--- src/rtl/led_pwm_gen_pkg.sv ---
// Shared constants, FSM state type and duty clamp for the LED PWM generator.
package led_pwm_pkg;

   localparam int STEPS  = 10;
   localparam int DUTY_W = 4;

   localparam logic [DUTY_W-1:0] MAX_DUTY  = DUTY_W'(STEPS);
   localparam logic [DUTY_W-1:0] LAST_SLOT = DUTY_W'(STEPS - 1);

   typedef enum logic [1:0] {
      IDLE  = 2'd0,
      RUN   = 2'd1,
      DRAIN = 2'd2
   } state_e;

   function automatic logic [DUTY_W-1:0] clamp_duty(input logic [DUTY_W-1:0] d);
      if (d > MAX_DUTY) begin
         return MAX_DUTY;
      end else begin
         return d;
      end
   endfunction

endpackage

--- src/rtl/led_pwm_gen_if.sv ---
// Control/status bundle between the fade-ramp side and the PWM generator.
interface led_pwm_if;
   import led_pwm_pkg::*;

   logic              en;
   logic [DUTY_W-1:0] duty_in;
   logic              pwm_out;
   logic              period_strobe;
   logic [DUTY_W-1:0] duty_q;
   logic              busy;

   modport master (
      output en, duty_in,
      input  pwm_out, period_strobe, duty_q, busy
   );

   modport slave (
      input  en, duty_in,
      output pwm_out, period_strobe, duty_q, busy
   );
endinterface

--- src/rtl/led_pwm_gen_slot_tick.sv ---
// Slot prescaler: counts clocks within one PWM slot and flags the wrap.
module slot_tick
   import led_pwm_pkg::*;
#(
   parameter int SLOT_CYCLES = 100,
   parameter int PRE_W       = 9
) (
   input  logic clk,
   input  logic rst,
   input  logic clr,
   input  logic run,
   output logic tick
);

   localparam logic [PRE_W-1:0] LAST_PRE = PRE_W'(SLOT_CYCLES - 1);

   logic [PRE_W-1:0] pre_r;

   assign tick = run && (pre_r == LAST_PRE);

   // Prescaler: held at zero while cleared, wraps at the end of each slot.
   always_ff @(posedge clk or posedge rst) begin
      if (rst) begin
         pre_r <= {PRE_W{1'b0}};
      end else if (clr) begin
         pre_r <= {PRE_W{1'b0}};
      end else if (run) begin
         pre_r <= tick ? {PRE_W{1'b0}} : pre_r + PRE_W'(1);
      end else begin
         pre_r <= pre_r;
      end
   end

endmodule

--- src/rtl/led_pwm_gen.sv ---
// PWM generator: slot counter, run/drain FSM and registered PWM outputs.
// The duty level is sampled only at period boundaries so pulses are never cut short.
module led_pwm_gen
   import led_pwm_pkg::*;
#(
   parameter int SLOT_CYCLES = 100,
   parameter int PRE_W       = 9
) (
   input  logic     clk,
   input  logic     rst,
   led_pwm_if.slave bus
);

   state_e            state_r;
   state_e            state_nxt_s;
   logic [DUTY_W-1:0] slot_r;
   logic [DUTY_W-1:0] slot_nxt_s;
   logic [DUTY_W-1:0] duty_r;
   logic [DUTY_W-1:0] duty_nxt_s;
   logic              strobe_nxt_s;
   logic              pwm_nxt_s;
   logic              pwm_r;
   logic              strobe_r;
   logic              busy_r;
   logic              tick_s;
   logic              boundary_s;
   logic              active_s;

   assign active_s   = (state_r != IDLE);
   assign boundary_s = tick_s && (slot_r == LAST_SLOT);

   slot_tick #(
      .SLOT_CYCLES (SLOT_CYCLES),
      .PRE_W       (PRE_W)
   ) u_slot_tick (
      .clk  (clk),
      .rst  (rst),
      .clr  (!active_s),
      .run  (active_s),
      .tick (tick_s)
   );

   // Next-state decode; DRAIN differs from RUN only in that it has seen en low.
   always_comb begin
      state_nxt_s  = state_r;
      slot_nxt_s   = slot_r;
      duty_nxt_s   = duty_r;
      strobe_nxt_s = 1'b0;
      case (state_r)
         IDLE: begin
            slot_nxt_s = 4'd0;
            if (bus.en) begin
               state_nxt_s  = RUN;
               duty_nxt_s   = clamp_duty(bus.duty_in);
               strobe_nxt_s = 1'b1;
            end else begin
               state_nxt_s = IDLE;
            end
         end
         RUN, DRAIN: begin
            if (tick_s) begin
               slot_nxt_s = (slot_r == LAST_SLOT) ? 4'd0 : slot_r + 4'd1;
            end else begin
               slot_nxt_s = slot_r;
            end
            if (boundary_s) begin
               if (bus.en) begin
                  state_nxt_s  = RUN;
                  duty_nxt_s   = clamp_duty(bus.duty_in);
                  strobe_nxt_s = 1'b1;
               end else begin
                  state_nxt_s = IDLE;
               end
            end else if (bus.en) begin
               state_nxt_s = RUN;
            end else begin
               state_nxt_s = DRAIN;
            end
         end
         default: begin
            state_nxt_s = IDLE;
            slot_nxt_s  = 4'd0;
         end
      endcase
      pwm_nxt_s = (state_nxt_s != IDLE) && (slot_nxt_s < duty_nxt_s);
   end

   // FSM, slot counter, duty latch and output registers.
   always_ff @(posedge clk or posedge rst) begin
      if (rst) begin
         state_r  <= IDLE;
         slot_r   <= 4'd0;
         duty_r   <= 4'd0;
         pwm_r    <= 1'b0;
         strobe_r <= 1'b0;
         busy_r   <= 1'b0;
      end else begin
         state_r  <= state_nxt_s;
         slot_r   <= slot_nxt_s;
         duty_r   <= duty_nxt_s;
         pwm_r    <= pwm_nxt_s;
         strobe_r <= strobe_nxt_s;
         busy_r   <= (state_nxt_s != IDLE);
      end
   end

   assign bus.pwm_out       = pwm_r;
   assign bus.period_strobe = strobe_r;
   assign bus.duty_q        = duty_r;
   assign bus.busy          = busy_r;

endmodule

--- src/flat_wrapper.sv ---
// flat-port wrapper written by rule: the top's interface ports become plain ports
module led_pwm_gen_flat import led_pwm_pkg::*;
#(
   parameter int SLOT_CYCLES = 100,
   parameter int PRE_W       = 9
)
  (clk, rst, bus_en, bus_duty_in, bus_pwm_out, bus_period_strobe, bus_duty_q, bus_busy);
  led_pwm_if bus_i ();
  input  logic clk;
  input  logic rst;
  input wire logic [$bits(bus_i.en)-1:0] bus_en;
  input wire logic [$bits(bus_i.duty_in)-1:0] bus_duty_in;
  output wire logic [$bits(bus_i.pwm_out)-1:0] bus_pwm_out;
  output wire logic [$bits(bus_i.period_strobe)-1:0] bus_period_strobe;
  output wire logic [$bits(bus_i.duty_q)-1:0] bus_duty_q;
  output wire logic [$bits(bus_i.busy)-1:0] bus_busy;
  assign bus_i.en = bus_en;
  assign bus_i.duty_in = bus_duty_in;
  assign bus_pwm_out = bus_i.pwm_out;
  assign bus_period_strobe = bus_i.period_strobe;
  assign bus_duty_q = bus_i.duty_q;
  assign bus_busy = bus_i.busy;
  led_pwm_gen #(.SLOT_CYCLES(SLOT_CYCLES), .PRE_W(PRE_W)) u_core (.clk(clk), .rst(rst), .bus(bus_i));
endmodule
--- config.mk ---
export PLATFORM = sky130hd
export DESIGN_NAME = led_pwm_gen_flat
export DESIGN_NICKNAME = d
export VERILOG_FILES = /design/src/rtl/led_pwm_gen_pkg.sv /design/src/rtl/led_pwm_gen_if.sv /design/src/rtl/led_pwm_gen_slot_tick.sv /design/src/rtl/led_pwm_gen.sv /design/src/flat_wrapper.sv
export SDC_FILE = /design/constraint.sdc
export NUM_CORES = 1
export LEC_CHECK = 0
export CAP_MARGIN = 25
export CORE_MARGIN = 2
export CORE_UTILIZATION = 44
export DETAILED_ROUTE_END_ITERATION = 10
export HOLD_SLACK_MARGIN = 0.08
export PLACE_DENSITY = 0.65
export SLEW_MARGIN = 20
export SYNTH_ARGS = -nofsm -noshare
export SYNTH_HDL_FRONTEND = slang
export SYNTH_HIERARCHICAL = 1
export SYNTH_SLANG_ARGS = --single-unit
--- constraint.sdc ---
create_clock -name clk -period 4.7 [get_ports clk]
set_input_delay 0.47 -clock clk [delete_from_list [all_inputs] [get_ports clk]]
set_output_delay 0.47 -clock clk [all_outputs]
set_load 0.03 [all_outputs]
==> metrics.yaml <==
outcome:
  outcome: "finished, final reports clean"
critical_path:
  crit_fanout: 11
  crit_required_ps: 4920
  arrival_ps: 3620
  crit_path_end_kind: "flip-flop"
  criticalPathCategory: "reg2reg"
  r2r_cells: 13
  crit-reg2reg-launch: "u_core/state_r[0]"
  start_kind: "flip-flop"
  crit_start: "u_core/state_r[0]"
yosys:
  postSynth.topFlopCell: "dfrtp_1"
  ys_warn_count: 6
  yosysSeqAreaShare_pct: 44.8
  synthSimpleGateAreaFrac_pct: 19.6
  syn_avg_cell_area_sq_um: 9.99
  synth_edf_count: 0
  yosys.area_share.adder_pct: 6.11
  synth_top_cell_by_area: "dfrtp_1"
  synthCells: 123
  synth_area_sq_um: 1230
  synthTopCellsByArea: "dfrtp_1 (45%), ha_1 (6.1%), a21oi_1 (4.1%)"
  synth_top_family_by_area: "compound AO/OA/AOI/OAI gates"
  ys_ff_latch: 22
  synth_mux_area_share_pct: 0
  async_reset_ff_share_pct: 100
  synth_common_cells: "dfrtp_1 (22), inv_1 (12), a21oi_1 (10)"
  yosysTopAreaCellShare_pct: 44.8
  synth_most_common_cell: "dfrtp_1"
  synth_nets: 136
  yosys.area_share.xor_xnor_pct: 2.85
  synth_compound_area_share_pct: 22.3
  yosysUniqueCellTypes: 42
timing:
  finalClockSkew_ps: 6.92
  final.min_clock_period_ps: 3400
  setup-violations-final: 0
  worst_pin_slew_ps: 660
  min_period_over_period_pct: 72.3
  final_hold_viol_count: 0
  fmax_mhz: 294
  maxSlewViolCount: 0
  rsz0062_at_grt: "no"
  relSlewSlack_pct: 55.7
  setup_ws_ps: 1300
  fin_setup_tns_ps: 0
route:
  first_pass_iters: 4
  drtIter0Drc: 27
  wl_mm: 2.43
  ant_nets: 0
  routedWlPerCell_microns: 14.3
  vias_per_cell: 5.82
  route.vias.total: 989
  drc: 0
final_layout:
  area.growth.synth_to_final_pct: 17.6
  seqCellArea_sq_um: 551
  fin_nets: 153
  finalInstanceArea_sq_um: 1450
  drive_gt1_share_pct: 8.63
  fill_cells: 250
  multi_input_area_sq_um: 624
  diodes: 0
job:
  drv_cap: 0
power_and_ir_drop:
  p_per_area_nw_per_um2: 569
  p_leak_nw: 0.626
  comb_power_share_pct: 50.7
  peakVddDrop_uv: 365
  power_switching_w: 0.000335
  switching_share_pct: 40.8
  internal_power_w: 0.000487
  p_seq_share_pct: 31.6
  clockPowerShare_pct: 17.7
global_routing:
  grt_pass1_vias: 969
  grt_overflow: 0
  antenna_found_initial: 0
  grt_pass1_wl_mm: 4.19
  grt_max_degree: 14
  globalRouteTotalUtil_pct: 16.6
clocking:
  post_cts_resized: 0
  cts_tree: "yes"
  clock-sinks: 22
  postCtsSetupRepairBufs: 0
  cts_root_buffer: "clkbuf_4"
  ctsHoldBuffers: 0
  worstSkewPairLatency_ps: 310
  htree_num_levels: 1
  cts_buffers: 3
  clock_path_buffers: 2
  clk_pin_slew_ps: 130
floorplan:
  fp-row-count: 19
  die_area_sq_um: 3230
  start_util_pct: 45.3
  core_area_sq_um: 2710
  dieWidth_microns: 56.8
  die_h_microns: 56.8
  io-pin-count: 14
worst_hold_path:
  hold_path.class: "in2async"
placement:
  place_ws_ps: 1320
  port_buffers: 13
  hpwl_mm: 1.87
  place.gp.congestion: 0.817
  place_area_sq_um: 1390
==> final timing paths <==
path,end,slack [ps]
max in group asynchronous,u_core/state_r[1],3870
min reg2reg,u_core/bus.duty_q[2],540
max,u_core/bus.pwm_out,1300
min in group clk,u_core/bus.duty_q[2],540
max reg2reg,u_core/bus.pwm_out,1300
min,u_core/u_slot_tick/pre_r[5],440
==> layout make-up <==
cell class / instances / share of cell area, %
clock inverter: 1 / 2.08
clock buffer: 3 / 1.56
tap: 31 / 2.68
timing repair buffer: 13 / 9.00
sequential: 22 / 38.1
multi-input combinational: 87 / 43.2
inverter: 13 / 3.38
==> stage by stage <==
step	utilization, %	total power, W	hold slack [ps]	instances
after floorplan	-	0.000562	298	123
after global placement	51.4	0.000675	516	166
after detailed placement	51.4	0.000681	514	166
after CTS	53.3	0.000829	444	170
after global routing	53.3	0.000883	483	170
final	53.3	0.000823	441	170
==> logic make-up (layout without fill, tap and decap cells) <==
| kind of cell | after synthesis | count (layout) |
|---|---|---|
| adders and majority gates | 6 | 6 |
| and+or+nand+nor | 42 | 42 |
| AOI/OAI and AO/OA | 35 | 35 |
| xor gates and xnor gates | 4 | 4 |
| buffers and inverters | 14 | 30 |
| DFF | 22 | 22 |
==> critical path, stage by stage (launching register included) <==
cell and delay, ps:
dfrtp_1 370, inv_1 50, ha_1 320, inv_1 270, nand2_1 190, nor4_2 600
nand4b_1 200, o32ai_2 260, nor2_1 130, o21a_1 190, ha_1 280, o211ai_1 70
and3_1 180, a41o_1 190
==> power by group through the flow <==
stage / logic (W) / registers [W] / clock network [W]
floorplan: 0.000243 / 0.000319 / 0
finish: 0.000418 / 0.000260 / 0.000145
global placement: 0.000410 / 0.000265 / 0
global route: 0.000460 / 0.000266 / 0.000157
detailed placement: 0.000416 / 0.000265 / 0
CTS: 0.000419 / 0.000261 / 0.000149
==> cells in the final DEF (no fill, tap or decap), types with 3 or more instances in the layout <==
cell type and count:
nor2_1 9, xor2_1 3, a21oi_1 10, inv_1 12
nand3_1 4, dfrtp_1 22, or3_1 3, nand2_1 8
ha_1 6, clkdlybuf4s50_1 13, o21ai_0 6, clkbuf_4 3
nor2b_1 3
==> registers in the layout, summed over array words and instances, names as in the netlist <==
name                      cells
u_core/bus.period_strobe      1
u_core/bus.duty_q             4
u_core/slot_r                 4
u_core/bus.busy               1
u_core/bus.pwm_out            1
u_core/state_r                2
u_core/u_slot_tick/pre_r      9
==> layer usage <==
layer  share of wire [%]  global-route usage, %
met1                  43                   19.3
met2                  53                   30.6
met3                 2.9                   2.53
met4                 1.1                   5.98
met5                   0                      0
Note: power is estimated with default switching activity, not from simulation.
